--- config.mk ---
export PLATFORM = sky130hd
export DESIGN_NAME = ccc_lock_clken_gen_flat
export DESIGN_NICKNAME = d
export VERILOG_FILES = /design/src/rtl/ccc_lock_clken_gen_pkg.sv /design/src/rtl/ccc_lock_clken_gen_if.sv /design/src/rtl/ccc_clken_channel.sv /design/src/rtl/ccc_lock_clken_gen.sv /design/src/flat_wrapper.sv
export SDC_FILE = /design/constraint.sdc
export NUM_CORES = 1
export LEC_CHECK = 0
export CORE_UTILIZATION = 60
export CTS_CLUSTER_DIAMETER = 200
export DETAILED_ROUTE_END_ITERATION = 10
export DONT_BUFFER_PORTS = 1
export GPL_TIMING_DRIVEN = 1
export PLACE_DENSITY = 0.76
export SKIP_CTS_REPAIR_TIMING = 1
export SLEW_MARGIN = 25
export SYNTH_ARGS = -nofsm -noshare
export SYNTH_HDL_FRONTEND = slang
export SYNTH_HIERARCHICAL = 1
export SYNTH_SLANG_ARGS = --single-unit
--- constraint.sdc ---
create_clock -name clk_i -period 2.5 [get_ports clk_i]
set_input_delay 0.5 -clock clk_i [delete_from_list [all_inputs] [get_ports clk_i]]
set_output_delay 0.5 -clock clk_i [all_outputs]
set_load 0.02 [all_outputs]
--- src/rtl/ccc_lock_clken_gen_pkg.sv ---
// rtl/ccc_lock_clken_gen_pkg.sv - shared types and sizing helpers for the CCC lock clock-enable generator
package ccc_clken_pkg;

    typedef enum logic [1:0] {
        WAIT_LOCK = 2'd0,
        STABLE    = 2'd1,
        RUN       = 2'd2
    } state_e;

    localparam int LOSS_W = 8;

    function automatic int ch_w(input int num_ch);
        return (num_ch > 1) ? $clog2(num_ch) : 1;
    endfunction

endpackage

--- src/rtl/ccc_lock_clken_gen_if.sv ---
// rtl/ccc_lock_clken_gen_if.sv - control/status bundle between a host and the clock-enable generator
interface ccc_lock_clken_gen_if
    import ccc_clken_pkg::*;
#(
    parameter int NUM_CH = 3,
    parameter int DIV_W  = 8
);
    localparam int CH_W = ch_w(NUM_CH);

    logic                pll_lock;
    logic                div_load;
    logic [CH_W-1:0]     div_ch;
    logic [DIV_W-1:0]    div_val;
    logic                clr_loss;
    logic [NUM_CH-1:0]   en;
    logic                ready;
    logic                lock_lost;
    logic [LOSS_W-1:0]   loss_count;

    modport master (
        output pll_lock, div_load, div_ch, div_val, clr_loss,
        input  en, ready, lock_lost, loss_count
    );

    modport slave (
        input  pll_lock, div_load, div_ch, div_val, clr_loss,
        output en, ready, lock_lost, loss_count
    );

endinterface

--- src/rtl/ccc_clken_channel.sv ---
// rtl/ccc_clken_channel.sv - one divided clock-enable channel with shadowed, wrap-synchronous divide update
module ccc_clken_channel #(
    parameter int          DIV_W   = 8,
    parameter int unsigned RST_DIV = 0
) (
    input  logic             clk_i,
    input  logic             rst_i,
    input  logic             run_i,
    input  logic             ready_i,
    input  logic             load_i,
    input  logic [DIV_W-1:0] div_val_i,
    output logic             en_o
);

    logic [DIV_W-1:0] cnt_q;
    logic [DIV_W-1:0] div_q;
    logic [DIV_W-1:0] shadow_q;
    logic             wrap;

    assign wrap = (cnt_q == div_q);
    assign en_o = ready_i && wrap;

    // Active divide only changes while idle or at a period boundary, so no runt/stretched period.
    always_ff @(posedge clk_i or posedge rst_i) begin
        if (rst_i) begin
            cnt_q    <= '0;
            div_q    <= DIV_W'(RST_DIV);
            shadow_q <= DIV_W'(RST_DIV);
        end else begin
            if (load_i) begin
                shadow_q <= div_val_i;
            end
            if (!run_i || wrap) begin
                cnt_q <= '0;
                div_q <= shadow_q;
            end else begin
                cnt_q <= cnt_q + DIV_W'(1);
            end
        end
    end

endmodule

--- src/rtl/ccc_lock_clken_gen.sv ---
// rtl/ccc_lock_clken_gen.sv - PLL lock qualifier producing aligned divided clock enables and loss statistics
module ccc_lock_clken_gen
    import ccc_clken_pkg::*;
#(
    parameter int          NUM_CH             = 3,
    parameter int          DIV_W              = 8,
    parameter int          LOCK_STABLE_CYCLES = 16,
    parameter int unsigned RST_DIV            = 0
) (
    input  logic                 clk_i,
    input  logic                 rst_i,
    ccc_lock_clken_gen_if.slave  bus
);

    localparam int                CH_W     = ch_w(NUM_CH);
    localparam int                STB_W    = $clog2(LOCK_STABLE_CYCLES);
    // The WAIT_LOCK->STABLE edge already consumes the first locked cycle.
    localparam logic [STB_W-1:0]  STB_TERM = STB_W'(LOCK_STABLE_CYCLES - 2);
    localparam logic [LOSS_W-1:0] LOSS_MAX = '1;

    logic              lock_m_q;
    logic              lock_s_q;
    state_e            state_q;
    logic [STB_W-1:0]  stb_cnt_q;
    logic              ready_q;
    logic              lock_lost_q;
    logic [LOSS_W-1:0] loss_cnt_q;
    logic              run;
    logic [NUM_CH-1:0] en;

    always_ff @(posedge clk_i or posedge rst_i) begin
        if (rst_i) begin
            lock_m_q    <= 1'b0;
            lock_s_q    <= 1'b0;
            state_q     <= WAIT_LOCK;
            stb_cnt_q   <= '0;
            ready_q     <= 1'b0;
            lock_lost_q <= 1'b0;
            loss_cnt_q  <= '0;
        end else begin
            lock_m_q <= bus.pll_lock;
            lock_s_q <= lock_m_q;
            if (bus.clr_loss) begin
                lock_lost_q <= 1'b0;
                loss_cnt_q  <= '0;
            end
            case (state_q)
                WAIT_LOCK: begin
                    if (lock_s_q) begin
                        state_q   <= STABLE;
                        stb_cnt_q <= '0;
                    end
                end
                STABLE: begin
                    if (!lock_s_q) begin
                        state_q   <= WAIT_LOCK;
                        stb_cnt_q <= '0;
                    end else if (stb_cnt_q == STB_TERM) begin
                        state_q <= RUN;
                        ready_q <= 1'b1;
                    end else begin
                        stb_cnt_q <= stb_cnt_q + STB_W'(1);
                    end
                end
                RUN: begin
                    // A loss coinciding with a clear still records itself.
                    if (!lock_s_q) begin
                        state_q     <= WAIT_LOCK;
                        ready_q     <= 1'b0;
                        lock_lost_q <= 1'b1;
                        if (bus.clr_loss) begin
                            loss_cnt_q <= LOSS_W'(1);
                        end else if (loss_cnt_q != LOSS_MAX) begin
                            loss_cnt_q <= loss_cnt_q + LOSS_W'(1);
                        end
                    end
                end
                default: begin
                    state_q <= WAIT_LOCK;
                    ready_q <= 1'b0;
                end
            endcase
        end
    end

    // Counters advance only while RUN persists; they zero on the edge that leaves RUN.
    assign run = ready_q && lock_s_q;

    for (genvar g = 0; g < NUM_CH; g++) begin : g_ch
        ccc_clken_channel #(
            .DIV_W   (DIV_W),
            .RST_DIV (RST_DIV)
        ) u_ch (
            .clk_i     (clk_i),
            .rst_i     (rst_i),
            .run_i     (run),
            .ready_i   (ready_q),
            .load_i    (bus.div_load && (bus.div_ch == CH_W'(g))),
            .div_val_i (bus.div_val),
            .en_o      (en[g])
        );
    end

    assign bus.en         = en;
    assign bus.ready      = ready_q;
    assign bus.lock_lost  = lock_lost_q;
    assign bus.loss_count = loss_cnt_q;

endmodule

--- src/flat_wrapper.sv ---
// flat-port wrapper written by rule: the top's interface ports become plain ports
module ccc_lock_clken_gen_flat import ccc_clken_pkg::*;
#(
    parameter int          NUM_CH             = 3,
    parameter int          DIV_W              = 8,
    parameter int          LOCK_STABLE_CYCLES = 16,
    parameter int unsigned RST_DIV            = 0
)
  (clk_i, rst_i, bus_pll_lock, bus_div_load, bus_div_ch, bus_div_val, bus_clr_loss, bus_en, bus_ready, bus_lock_lost, bus_loss_count);
  ccc_lock_clken_gen_if #(.NUM_CH(NUM_CH), .DIV_W(DIV_W)) bus_i ();
  input  logic clk_i;
  input  logic rst_i;
  input wire logic [$bits(bus_i.pll_lock)-1:0] bus_pll_lock;
  input wire logic [$bits(bus_i.div_load)-1:0] bus_div_load;
  input wire logic [$bits(bus_i.div_ch)-1:0] bus_div_ch;
  input wire logic [$bits(bus_i.div_val)-1:0] bus_div_val;
  input wire logic [$bits(bus_i.clr_loss)-1:0] bus_clr_loss;
  output wire logic [$bits(bus_i.en)-1:0] bus_en;
  output wire logic [$bits(bus_i.ready)-1:0] bus_ready;
  output wire logic [$bits(bus_i.lock_lost)-1:0] bus_lock_lost;
  output wire logic [$bits(bus_i.loss_count)-1:0] bus_loss_count;
  assign bus_i.pll_lock = bus_pll_lock;
  assign bus_i.div_load = bus_div_load;
  assign bus_i.div_ch = bus_div_ch;
  assign bus_i.div_val = bus_div_val;
  assign bus_i.clr_loss = bus_clr_loss;
  assign bus_en = bus_i.en;
  assign bus_ready = bus_i.ready;
  assign bus_lock_lost = bus_i.lock_lost;
  assign bus_loss_count = bus_i.loss_count;
  ccc_lock_clken_gen #(.NUM_CH(NUM_CH), .DIV_W(DIV_W), .LOCK_STABLE_CYCLES(LOCK_STABLE_CYCLES), .RST_DIV(RST_DIV)) u_core (.clk_i(clk_i), .rst_i(rst_i), .bus(bus_i));
endmodule
==> impl_results.md, run 1 <==
* Status: complete, no violations
* Syn avg cell area at 12.28 um^2
* Initial antenna violation count at 0
* Largest net degree at the start of global routing at 25
* Worst hold margin at 0.08268 ns
* CTS clk-pin slew, worst paths at 0.10 ns
* CP arrival at 1.67 ns
* Sequential power share at 0.545
* Pwr/cell area at 706.7 nW/um^2
* I/O Pins at 28
* Comb power frac at 0.103
* Final clock skew at 0.01201 ns
* Critical path class: reg -> out
* CTS Buffer Depth at 2
* Final instance area at 4434 um^2
* Max VDD drop at 0.3465 mV
* Post-synthesis to final-layout area growth at 7.134%
* Grt peak-use layer: met2
* #FFs+latches synth at 90
* Synth Net Count at 358
* Grt met3 use at 0.04864
* Vias after detailed routing at 2428
* Setup TNS at 0 ns
* Register area share after synthesis at 0.5441
* Switching power at 771.2 uW
* Ys Warns at 6
* Grt ovf at 0
* Clk sink count at 90
* Starting DRT DRC Count at 91
* Synth Area in XOR/XNOR at 0.09099
* First-pass GRT wire length at 12230 um
* Wire length per cell at 16.56 um
* Clk Latency, worst-skew pair at 0.36 ns
* Synthesized area at 4139 um^2
* Max_cap viols at 0
* Commonest non-fill, non-tap cell in the layout: dfrtp_1
* Fin. max-slew vios at 0
* Post-synthesis compound-gate area fraction at 0.06197
* CTS Buf Count at 9
* Port Buf Inserts at 0
* Sw frac at 0.2461
* Post-synthesis cell type count at 40
* DRC viols at 0
* Gr usage total at 0.2202
* Worst-margin pin slew at 0.9555 ns
* Fmax achieved at 461.9 MHz
* Largest family of logic cells by synthesized area: multiplexers
* GP Congestion at 0.7636
* Crit. End Element: output port
* P_int at 2.363 mW
* RSZ-0062 raised after global routing: no
* Final net count at 365
* Mux cell area share after synthesis at 0.1409
* DR pass1 iterations at 4
* Rel. slew slack at 0.3609
* Vias in the first global route at 2514
* Area after DPL at 4204 um^2
* CTS H-Tree Depth at 3
* Hold/Removal Path Class: in -> async
* Lkg Pwr at 1.887 nW
* Final setup vio count at 0
* Fin. Hold Viols at 0
* Adder and majority gate portion of the synthesized area at 0.01814
* Met1 GRT Util at 0.3078
* DRT antenna net count at 0
* Worst setup SP type: flop
* Post-Synth Simple-Gate Area at 0.1218
* Mapped Cells at 337
* Starting Density at 0.6373
* FP Rows at 29
* Final min period at 2.165 ns
* Dpl hpwl at 5024 um
* CP required at 2.00 ns
* M2 GR Usage at 0.3380
* Final period util at 0.8661
* Share of layout cells above drive strength 1 at 0.2350
* Die width at 85.06 um
* CTS root buf: clkbuf_8
* Die area at 7234 um^2
* WL final at 7054 um
* Chip height at 85.06 um
* Post-Route Utilization at 0.6827
* TritonCTS clock tree: yes
* Ant diodes at 0
* Most frequent cells in the layout: dfrtp_1 (90), mux2_2 (42), nor2_1 (30), xnor2_1 (30), nand2_1 (20)
* DR vias/cell at 5.700
* Core area at 6495 um^2
* Clock share of power at 0.351
* CP max FO at 5
==> cells in the mapped netlist (all sizes together) <==
cell    count  area share
and2b       1      0.0021
or3         2      0.0030
nor3        2      0.0024
nor2b       1      0.0015
or2         2      0.0030
inv        10      0.0091
xnor2      30       0.063
buf         4      0.0094
and2        4      0.0060
mux2       48        0.14
o41ai       4       0.022
nor3b       2      0.0063
xor2       13       0.028
nand3      17       0.021
nand4       4      0.0060
dfrtp      90        0.54
mux2i       2      0.0048
o21a        2      0.0036
and3        7       0.011
nor4        3      0.0045
a21oi       9       0.011
nand2      20       0.018
a41oi       1      0.0021
a311oi      1      0.0021
o21bai      1      0.0018
ha          6       0.018
clkbuf      4      0.0036
a31oi       1      0.0015
nor2       30       0.027
a21o        1      0.0021
o221a       1      0.0027
o21ai      10       0.013
and4bb      1      0.0030
and3b       3      0.0063
==> critical path: stages (launching register included) <==
cell,delay (ns)
dfrtp_1,0.45
xnor2_1,0.16
nand2_1,0.12
nor4_1,0.28
and2_1,0.30
==> logic make-up (layout without fill, tap and decap cells) <==
| logic type | count (synthesis) | after routing |
|---|---|---|
| AO/OA/AOI/OAI | 31 | 31 |
| adder cells (fa/ha/maj) | 6 | 6 |
| buffers and inverters | 18 | 30 |
| multiplexers | 50 | 50 |
| XOR/XNOR | 43 | 43 |
| flip-flops | 90 | 90 |
| AND/OR/NAND/NOR | 99 | 99 |
==> worst paths after layout <==
check | from | to | slack [ns] | cells after the start
setup / recovery | u_core/g_ch[0].u_ch/cnt_q[2] | bus_en[0] | 0.33 | 4
max in group asynchronous | rst_i | u_core/g_ch[0].u_ch/shadow_q[5] | 1.74 | 1
hold / removal | rst_i | u_core/g_ch[2].u_ch/shadow_q[2] | 0.08 | 1
hold reg to reg | u_core/lock_m_q | u_core/lock_s_q | 0.36 | 0
min in group clk_i | bus_pll_lock | u_core/lock_m_q | 0.16 | 0
setup reg to reg | u_core/g_ch[0].u_ch/cnt_q[4] | u_core/g_ch[0].u_ch/div_q[6] | 0.34 | 4
==> power groups by stage <==
stage | combinational [mW] | clock (mW) | sequential (mW)
after floorplan | 0.289 | 0 | 1.70
after global placement | 0.312 | 0 | 1.73
after detailed placement | 0.327 | 0 | 1.74
after CTS | 0.329 | 1.12 | 1.71
after global routing | 0.361 | 1.18 | 1.73
final | 0.323 | 1.10 | 1.71
==> cell type report <==
cell class	count	area, um^2
Clock inverter	7	98.84
Inverter	10	37.54
Sequential cell	90	2252
Multi-Input combinational cell	229	1795
Fill cell	485	2061
Timing Repair Buffer	4	30.03
Clock buffer	9	123.9
Tap cell	77	96.34
==> flip-flops by register name, indices dropped and copies added, names as in the netlist <==
name,count
u_core/g_ch.u_ch/cnt_q,24
u_core/g_ch.u_ch/div_q,24
u_core/g_ch.u_ch/shadow_q,24
u_core/bus.loss_count,8
u_core/stb_cnt_q,4
u_core/state_q,2
u_core/bus.lock_lost,1
u_core/bus.ready,1
u_core/lock_m_q,1
u_core/lock_s_q,1
==> stage by stage <==
step / std cells / power, mW / worst slack (ns)
finish: 426 / 3.134 / 0.3349
global route: 426 / 3.276 / 0.1902
CTS: 425 / 3.163 / 0.3017
detailed placement: 409 / 2.065 / 0.3196
global placement: 409 / 2.046 / 0.3763
floorplan: 337 / 1.994 / 0.7156
==> layer usage <==
metal | routed length (um) | vias to the layer above
met2 | 3359 | 24
met3 | 201 | 11
met4 | 119 | 0
met5 | 0 | -
met1 | 3374 | 1218
li1 | - | 1175
(Power assumes the default switching activity.)
==> inputs of run 2 (changes only) <==
CAP_MARGIN = 10   (was not set)
CORE_UTILIZATION = 33   (was 60)
PLACE_DENSITY = not set   (was 0.76)
clock period = 2.3 ns   (was 2.5 ns; I/O delays follow)
==> impl_results.md, run 2 (synthesis results as in run 1) <==
* I/O Pins at 28 (unchanged)
* Share of layout cells above drive strength 1 at 0.2393 (+0.004359)
* Final Total Pwr at 3.649 mW (+16%)
* Gr usage total at 0.1231 (-0.09703)
* Most frequent cells in the layout: dfrtp_1 (90), mux2_2 (42), nor2_1 (30), xnor2_1 (30), nand2_1 (20)
* Hold/Removal Path Class: in -> async
* Sw frac at 0.2291 (-0.01700)
* Status: complete, no violations
* P_int at 2.813 mW (+19%)
* RSZ-0062 raised after global routing: no
* Area after DPL at 4355 um^2 (+3.6%)
* Comb power frac at 0.096 (-0.007)
* Port Buf Inserts at 0 (unchanged)
* Lkg Pwr at 1.930 nW (+2.3%)
* Setup crit start: u_core/g_ch[1].u_ch/cnt_q[4]
* Dpl cells at 505 (+23%)
* Die width at 114.0 um (+34%)
* CP max FO at 4 (-1)
* Vias after detailed routing at 2449 (+0.86%)
* WL final at 7276 um (+3.1%)
* Clock share of power at 0.393 (+0.042)
* First-pass GRT wire length at 12250 um (+0.17%)
* Vias in the first global route at 2447 (-2.7%)
* Ant diodes at 0 (unchanged)
* CP arrival at 1.70 ns (+0.03 ns)
* TritonCTS clock tree: yes
* CTS Buf Count at 9 (unchanged)
* Starting DRT DRC Count at 118 (+30%)
* Max layer used: met4
* Metal2 WL at 3187 um (-5.1%)
* Critical path class: reg -> out
* Crit. End Element: output port
* Switching power at 835.9 uW (+8.4%)
* Chip height at 114.0 um (+34%)
* DR pass1 iterations at 4 (unchanged)
* Final period util at 0.9409
* Largest net degree at the start of global routing at 25 (unchanged)
* Clk Latency, worst-skew pair at 0.33 ns (-0.03 ns)
* Fin. max-slew vios at 0 (unchanged)
* Max_cap viols at 0 (unchanged)
* Sequential Area at 2252 um^2 (unchanged)
* Final clock skew at 0.007250 ns (-0.004759 ns)
* M1 wire length at 3636 um (+7.8%)
* Largest regs: u_core/g_ch.u_ch/cnt_q (24), u_core/g_ch.u_ch/div_q (24), u_core/g_ch.u_ch/shadow_q (24)
* Core area at 12110 um^2 (+86%)
* Dpl hpwl at 5291 um (+5.3%)
* Fmax achieved at 462.1 MHz
* Final instance area at 4648 um^2 (+4.8%)
* Commonest non-fill, non-tap cell in the layout: dfrtp_1
* Worst setup SP type: flop
* Wire length per cell at 14.02 um (-15%)
* Sequential power share at 0.511 (-0.034)
* Worst-margin pin slew at 0.8930 ns (-0.06250 ns)
* Fin. Hold Viols at 0 (unchanged)
* Grt ovf at 0 (unchanged)
* CTS H-Tree Depth at 3 (unchanged)
* CTS clk-pin slew, worst paths at 0.06 ns (-0.04 ns)
* Post-synthesis to final-layout area growth at 12.30%
* Starting Density at 0.3417 (-0.2955)
* Reg2Reg Launch Point: u_core/g_ch[0].u_ch/cnt_q[3]
* FP Rows at 40 (+38%)
* Clk sink count at 90 (unchanged)
* GP Congestion at 0.7463 (-2.3%)
* Met3 wire len at 353 um (+76%)
* DRT antenna net count at 0 (unchanged)
* Final min period at 2.164 ns
* Initial antenna violation count at 0 (unchanged)
* Area of the multi-input gates at 1795 um^2 (unchanged)
* CTS root buf: clkbuf_16
* Final net count at 369 (+1.1%)
* CTS Buffer Depth at 2 (unchanged)
* Rel. slew slack at 0.4040 (+0.04319)
* DR vias/cell at 4.719 (-17%)
* Worst reg2reg setup slack at 0.32 ns (-0.02 ns)
* Final setup vio count at 0 (unchanged)
* DRC viols at 0 (unchanged)
* Max VDD drop at 0.3484 mV (+0.55%)
* Setup TNS at 0 ns (unchanged)
* Die area at 12990 um^2 (+80%)
* Fin cells at 519 (+22%)
* CP required at 1.84 ns (-0.16 ns)
* Number of fill cells at 1225 (+150%)
* Pwr/cell area at 785.0 nW/um^2 (+11%)
-- run 2: cell count changes in the layout (fill, tap and decap cells not counted), sizes merged --
cell      before  now
bufinv         2    1
buf            4    8
clkinv         3    2
clkbuf         9   10
clkinvlp       1    2
inv           11    9
-- run 2: per-layer routing --
layer / vias up / global-route usage
li1: 1185 / -
met1: 1214 / 0.1682
met2: 43 / 0.1818
met3: 7 / 0.03932
met4: 0 / 0.04675
met5: - / 0
-- run 2: area by class of cell --
class | instances | area share
sequential | 90 | 0.4845
timing repair buffer | 8 | 0.01292
multi-input combinational | 229 | 0.3863
clock buffer | 10 | 0.05141
clock inverter | 4 | 0.01157
inverter | 10 | 0.008075
tap | 168 | 0.04522
-- run 2: power by group through the flow --
stage	combinational [mW]	clock, mW	sequential, mW
floorplan	0.314	0	1.85
CTS	0.357	1.49	1.87
detailed placement	0.355	0	1.89
global route	0.387	1.54	1.89
finish	0.351	1.43	1.86
global placement	0.346	0	1.89
-- run 2: worst max-delay path, stage by stage (launching register included) --
cell and delay (ns):
dfrtp_1 0.42, xnor2_1 0.18, nand2_1 0.12, nor4_1 0.34, and2_1 0.31
-- run 2: stage by stage --
step	utilization	setup slack, ns	hold slack [ns]
detailed placement	0.3596	0.3344	0.3364
global route	0.3838	0.01043	0.07782
finish	0.3838	0.1359	0.05654
CTS	0.3838	0.06133	0.04847
floorplan	-	0.5156	0.3312
global placement	0.3596	0.3949	0.3327
-- run 2: final timing paths --
check / cells past startpoint / end
setup / recovery: 4 / bus_en[1]
hold reg to reg: 0 / u_core/lock_s_q
max in group asynchronous: 1 / u_core/g_ch[2].u_ch/shadow_q[7]
setup reg to reg: 4 / u_core/g_ch[0].u_ch/div_q[6]
hold / removal: 2 / u_core/g_ch[1].u_ch/cnt_q[6]
min in group clk_i: 0 / u_core/lock_m_q
==> inputs of run 3 (changes only) <==
CAP_MARGIN = 20   (was 10)
CORE_MARGIN = 5   (was not set)
CORE_UTILIZATION = 30   (was 33)
==> impl_results.md, run 3 (synthesis results as in run 1) <==
* Status: complete, no violations
* Lkg Pwr at 1.934 nW (+0.19%)
* Fin. Hold Viols at 0 (unchanged)
* First-pass GRT wire length at 12860 um (+5.0%)
* DR pass1 iterations at 4 (unchanged)
* Ant diodes at 0 (unchanged)
* Largest regs: u_core/g_ch.u_ch/cnt_q (24), u_core/g_ch.u_ch/div_q (24), u_core/g_ch.u_ch/shadow_q (24)
* Final min period at 2.142 ns (-0.02212 ns)
* Worst reg2reg setup slack at 0.37 ns (+0.05 ns)
* Die area at 16250 um^2 (+25%)
* Vias in the first global route at 2529 (+3.4%)
* CP max-delay cell: dfrtp_1
* Setup TNS at 0 ns (unchanged)
* Fin. max-slew vios at 0 (unchanged)
* Kind of cell adding the most delay to the critical path: simple AND/OR/NAND/NOR gates
* Final clock skew at 0.005337 ns (-0.001913 ns)
* Port Buf Inserts at 0 (unchanged)
* CP arrival at 1.68 ns (-0.02 ns)
* CP max stage delay at 0.42 ns (about the same)
* P_int at 2.810 mW (-0.11%)
* DR vias/cell at 4.654 (-1.4%)
* Final setup vio count at 0 (unchanged)
* Crit. End Element: output port
* I/O Pins at 28 (unchanged)
* Pwr/cell area at 793.3 nW/um^2 (+1.1%)
* WL final at 7468 um (+2.6%)
* Max_cap viols at 0 (unchanged)
* Clock share of power at 0.403 (+0.010)
* Dpl hpwl at 5474 um (+3.5%)
* DRC viols at 0 (unchanged)
* Starting Density at 0.3017 (-0.04005)
* CTS clk-pin slew, worst paths at 0.07 ns (about the same)
* GP Congestion at 0.7512 (+0.66%)
* Chip height at 127.5 um (+12%)
* CP required at 1.84 ns (about the same)
* Starting DRT DRC Count at 124 (+5.1%)
* Wire length per cell at 14.04 um (+0.13%)
* Most frequent cells in the layout: dfrtp_1 (90), mux2_2 (42), nor2_1 (30), xnor2_1 (30), nand2_1 (20)
* Fmax achieved at 466.9 MHz (+1.0%)
* Worst setup SP type: flop
* CP max FO at 4 (unchanged)
* Clk sink count at 90 (unchanged)
* CTS Buf Count at 9 (unchanged)
* Rel. slew slack at 0.4073 (+0.003212)
* Worst-margin pin slew at 0.8881 ns (-0.004814 ns)
* TritonCTS clock tree: yes
* Critical path class: reg -> out
* RSZ-0062 raised after global routing: no
* Buf/Inv on CP at 0 (unchanged)
* Largest net degree at the start of global routing at 25 (unchanged)
* CTS root buf: clkbuf_16
* CTS H-Tree Depth at 3 (unchanged)
* Dpl cells at 516 (+2.2%)
* Initial antenna violation count at 0 (unchanged)
* Post-synthesis to final-layout area growth at 12.70%
* Die width at 127.5 um (+12%)
* Sw frac at 0.2407 (+0.01165)
* Vias after detailed routing at 2476 (+1.1%)
* Post-Route Utilization at 0.3400 (-0.04379)
* Comb power frac at 0.094 (-0.002)
* Share of layout cells above drive strength 1 at 0.2386 (-0.0006799)
* Sequential power share at 0.503 (-0.008)
* Final net count at 368 (-0.27%)
* Fin cells at 532 (+2.5%)
* CTS Buffer Depth at 2 (unchanged)
* Grt ovf at 0 (unchanged)
* Clk Latency, worst-skew pair at 0.34 ns (about the same)
* DRT antenna net count at 0 (unchanged)
* FP Rows at 43 (+7.5%)
* Final period util at 0.9313 (-0.009617)
* CP Cell Sequence: xnor2_1, nand2_1, nor4_1, and2_1
* Switching power at 890.9 uW (+6.6%)
* Commonest non-fill, non-tap cell in the layout: dfrtp_1
* Gr usage total at 0.09884 (-0.02429)
* Hold/Removal Path Class: in -> async
* Core area at 13720 um^2 (+13%)
* Max VDD drop at 0.3186 mV (-8.5%)
-- run 3: metrics by stage --
step           worst slack [ns]  area (um^2)  hold WS [ns]  power [mW]
2_1_floorplan            0.5156         4139        0.3312       2.167
3_3_place_gp             0.4054         4363        0.3342       2.234
3_5_place_dp             0.3742         4363        0.3378       2.247
4_1_cts                  0.1409         4664       0.04585       3.761
5_1_grt                 0.01871         4664       0.07945       3.884
6_report                 0.1580         4664       0.04989       3.701
-- run 3: worst paths after layout --
check,cells past startpoint,to,from
setup / recovery,4,bus_en[1],u_core/g_ch[1].u_ch/cnt_q[4]
hold / removal,2,u_core/g_ch[2].u_ch/div_q[0],rst_i
setup reg to reg,4,u_core/g_ch[0].u_ch/div_q[6],u_core/g_ch[0].u_ch/cnt_q[3]
hold reg to reg,0,u_core/lock_s_q,u_core/lock_m_q
max in group asynchronous,1,u_core/g_ch[0].u_ch/div_q[3],rst_i
min in group clk_i,0,u_core/lock_m_q,bus_pll_lock
-- run 3: area by class of cell --
| cell class | count | area, um^2 |
|---|---|---|
| flip-flops and latches | 90 | 2252 |
| fillers | 1352 | 9055 |
| inverters | 10 | 37.54 |
| well taps | 180 | 225.2 |
| clock buffers | 10 | 229.0 |
| repair buffers | 7 | 52.55 |
| multi-input cells | 229 | 1795 |
| clock inverters | 6 | 72.57 |
-- run 3: per-layer routing --
layer / share of wire / vias up / track usage / routed length, um
met5: 0 / - / 0 / 0
met4: 0.012 / 0 / 0.03028 / 93
met3: 0.062 / 8 / 0.03888 / 460
met2: 0.44 / 49 / 0.1468 / 3306
met1: 0.48 / 1226 / 0.1332 / 3609
li1: - / 1193 / - / -
-- run 3: power groups by stage --
stage | combinational [mW] | sequential, mW | clock (mW)
after floorplan | 0.314 | 1.85 | 0
after global placement | 0.344 | 1.89 | 0
after detailed placement | 0.354 | 1.89 | 0
after CTS | 0.356 | 1.87 | 1.54
after global routing | 0.390 | 1.88 | 1.61
final | 0.348 | 1.86 | 1.49
==> patch (config.mk and constraints of run 3) <==
Re-encode `state_e` (3 states) as one-hot, 3 bits wide.
--- a/src/rtl/ccc_lock_clken_gen_pkg.sv
+++ b/src/rtl/ccc_lock_clken_gen_pkg.sv
@@ -1,10 +1,10 @@
 // rtl/ccc_lock_clken_gen_pkg.sv - shared types and sizing helpers for the CCC lock clock-enable generator
 package ccc_clken_pkg;
 
-    typedef enum logic [1:0] {
-        WAIT_LOCK = 2'd0,
-        STABLE    = 2'd1,
-        RUN       = 2'd2
+    typedef enum logic [2:0] {
+        WAIT_LOCK = 3'b001,
+        STABLE    = 3'b010,
+        RUN       = 3'b100
     } state_e;
 
     localparam int LOSS_W = 8;
Function: same outputs for any inputs over 10 cycles, from zero or initial values and one cycle with rst_i high; not proved beyond that.
==> patch against run 3 <==
- power down 0.31%
- worst setup slack better by 16 ps
- hold slack better by 95 ps
- synthesized area up 2.9%
- final area up 2.1%
- routed wire length up 3.2%
- sequential cell count up 1
- combinational power up 6.9%
- largest cell class unchanged
==> patch: results (changes against run 3) <==
.. list-table::
   :header-rows: 1

   * - Metric
     - Value
   * - Run status
     - completed
   * - Detailed-route wire length per cell
     - 14.2 µm (+1.5%)
   * - Via count of the first global-routing pass
     - 2674 (+5.7%)
   * - Total vias in the final route
     - 2512 (+1.5%)
   * - Sequential group share of total power
     - 51.4% (+1.1 points)
   * - Multiplexer fraction of the synthesized cell area
     - 14.2% (+0.14 points)
   * - Worst-path maximum fanout
     - 5 (+1)
   * - Met1 track demand over resource in global routing
     - 13.5% (+0.14 points)
   * - End point of the critical path
     - bus_en[2]
   * - GR met3 Demand/Resource
     - 3.01% (-0.88 points)
   * - Source of the worst register-to-register timing path
     - u_core/g_ch[2].u_ch/cnt_q[3]
   * - Share of the synthesized area in compound gates (AO/OA/AOI/OAI)
     - 5.44% (-0.76 points)
   * - Final HPWL DP
     - 5.66 mm (+3.5%)
   * - Leak Pwr
     - 1.96 nW (+1.3%)
   * - GRT Util Overall
     - 10.2% (+0.36 points)
   * - Slew at the pin closest to its max-slew limit
     - 892 ps (+3.93 ps)
   * - Combinational group share of total power
     - 10.1% (+0.7 points)
   * - Post-route non-filler standard cell count
     - 541 (+1.7%)
   * - Worst setup skew after layout
     - 8.87 ps (+3.53 ps)
   * - Instance count after placement with tap cells included
     - 525 (+1.7%)
   * - Wire length of the first global-routing pass
     - 13.6 mm (+5.7%)
   * - Maximum single-stage delay on the critical path
     - 440 ps (+20 ps)
   * - Net switching fraction of the power
     - 25.5% (+1.4 points)
   * - Detailed Route Iter0 Violations
     - 105 (-15%)
   * - Destination of the worst register-to-register timing path
     - u_core/g_ch[2].u_ch/div_q[7]
   * - Fraction of met2 tracks used by global routing
     - 16.5% (+1.8 points)
   * - Synth area leaders
     - sky130_fd_sc_hd__dfrtp_1 (53%), sky130_fd_sc_hd__mux2_2 (12%), sky130_fd_sc_hd__xnor2_1 (6.2%)
   * - Synthesized-area fraction occupied by xor and xnor cells
     - 9.05% (-0.048 points)
   * - Share of the yosys chip area belonging to registers
     - 53.5% (-0.90 points)
## patch: logic make-up after synthesis
kind of cell / after synthesis
compound gates: 26
fa+ha+maj: 6
simple gates: 107
xor+xnor: 44
flops: 91
buf+inv: 22
mux: 52
## patch: worst min-delay path by stage
stage	start	endpoint	slack (ps)	cells past startpoint
global route	bus_pll_lock	u_core/lock_m_q	130	0
global placement	u_core/lock_m_q	u_core/lock_s_q	340	0
detailed placement	u_core/lock_m_q	u_core/lock_s_q	340	0
finish	rst_i	u_core/stb_cnt_q[3]	140	1
CTS	bus_pll_lock	u_core/lock_m_q	130	0
floorplan	u_core/lock_m_q	u_core/lock_s_q	330	0
## patch: area by class of cell
| cell class | count | area [µm²] |
|---|---|---|
| fillers | 1410 | 9120 |
| flip-flops and latches | 91 | 2280 |
| multi-input cells | 235 | 1870 |
| clock buffers | 9 | 225 |
| well taps | 180 | 225 |
| clock inverters | 7 | 67.6 |
| repair buffers | 7 | 52.6 |
| inverters | 12 | 45.0 |
## patch: metal layers
metal	wire [µm]	up-vias
li1	-	1228
met1	3580	1244
met2	3770	34
met3	286	6
met4	76	0
met5	0	-
## patch: metrics by stage
stage	hold slack, ps	power (mW)	setup WS, ps
final	145	3.69	174
after detailed placement	336	2.30	375
after CTS	133	3.76	90.8
after floorplan	331	2.23	516
after global placement	335	2.28	422
after global routing	129	3.89	-5.39
## patch: worst register-to-register path: stages (launching register included)
cell and delay (ps):
sky130_fd_sc_hd__dfrtp_1 440, sky130_fd_sc_hd__xnor2_1 160, sky130_fd_sc_hd__nand2_1 120, sky130_fd_sc_hd__o41ai_4 680, sky130_fd_sc_hd__mux2_2 410
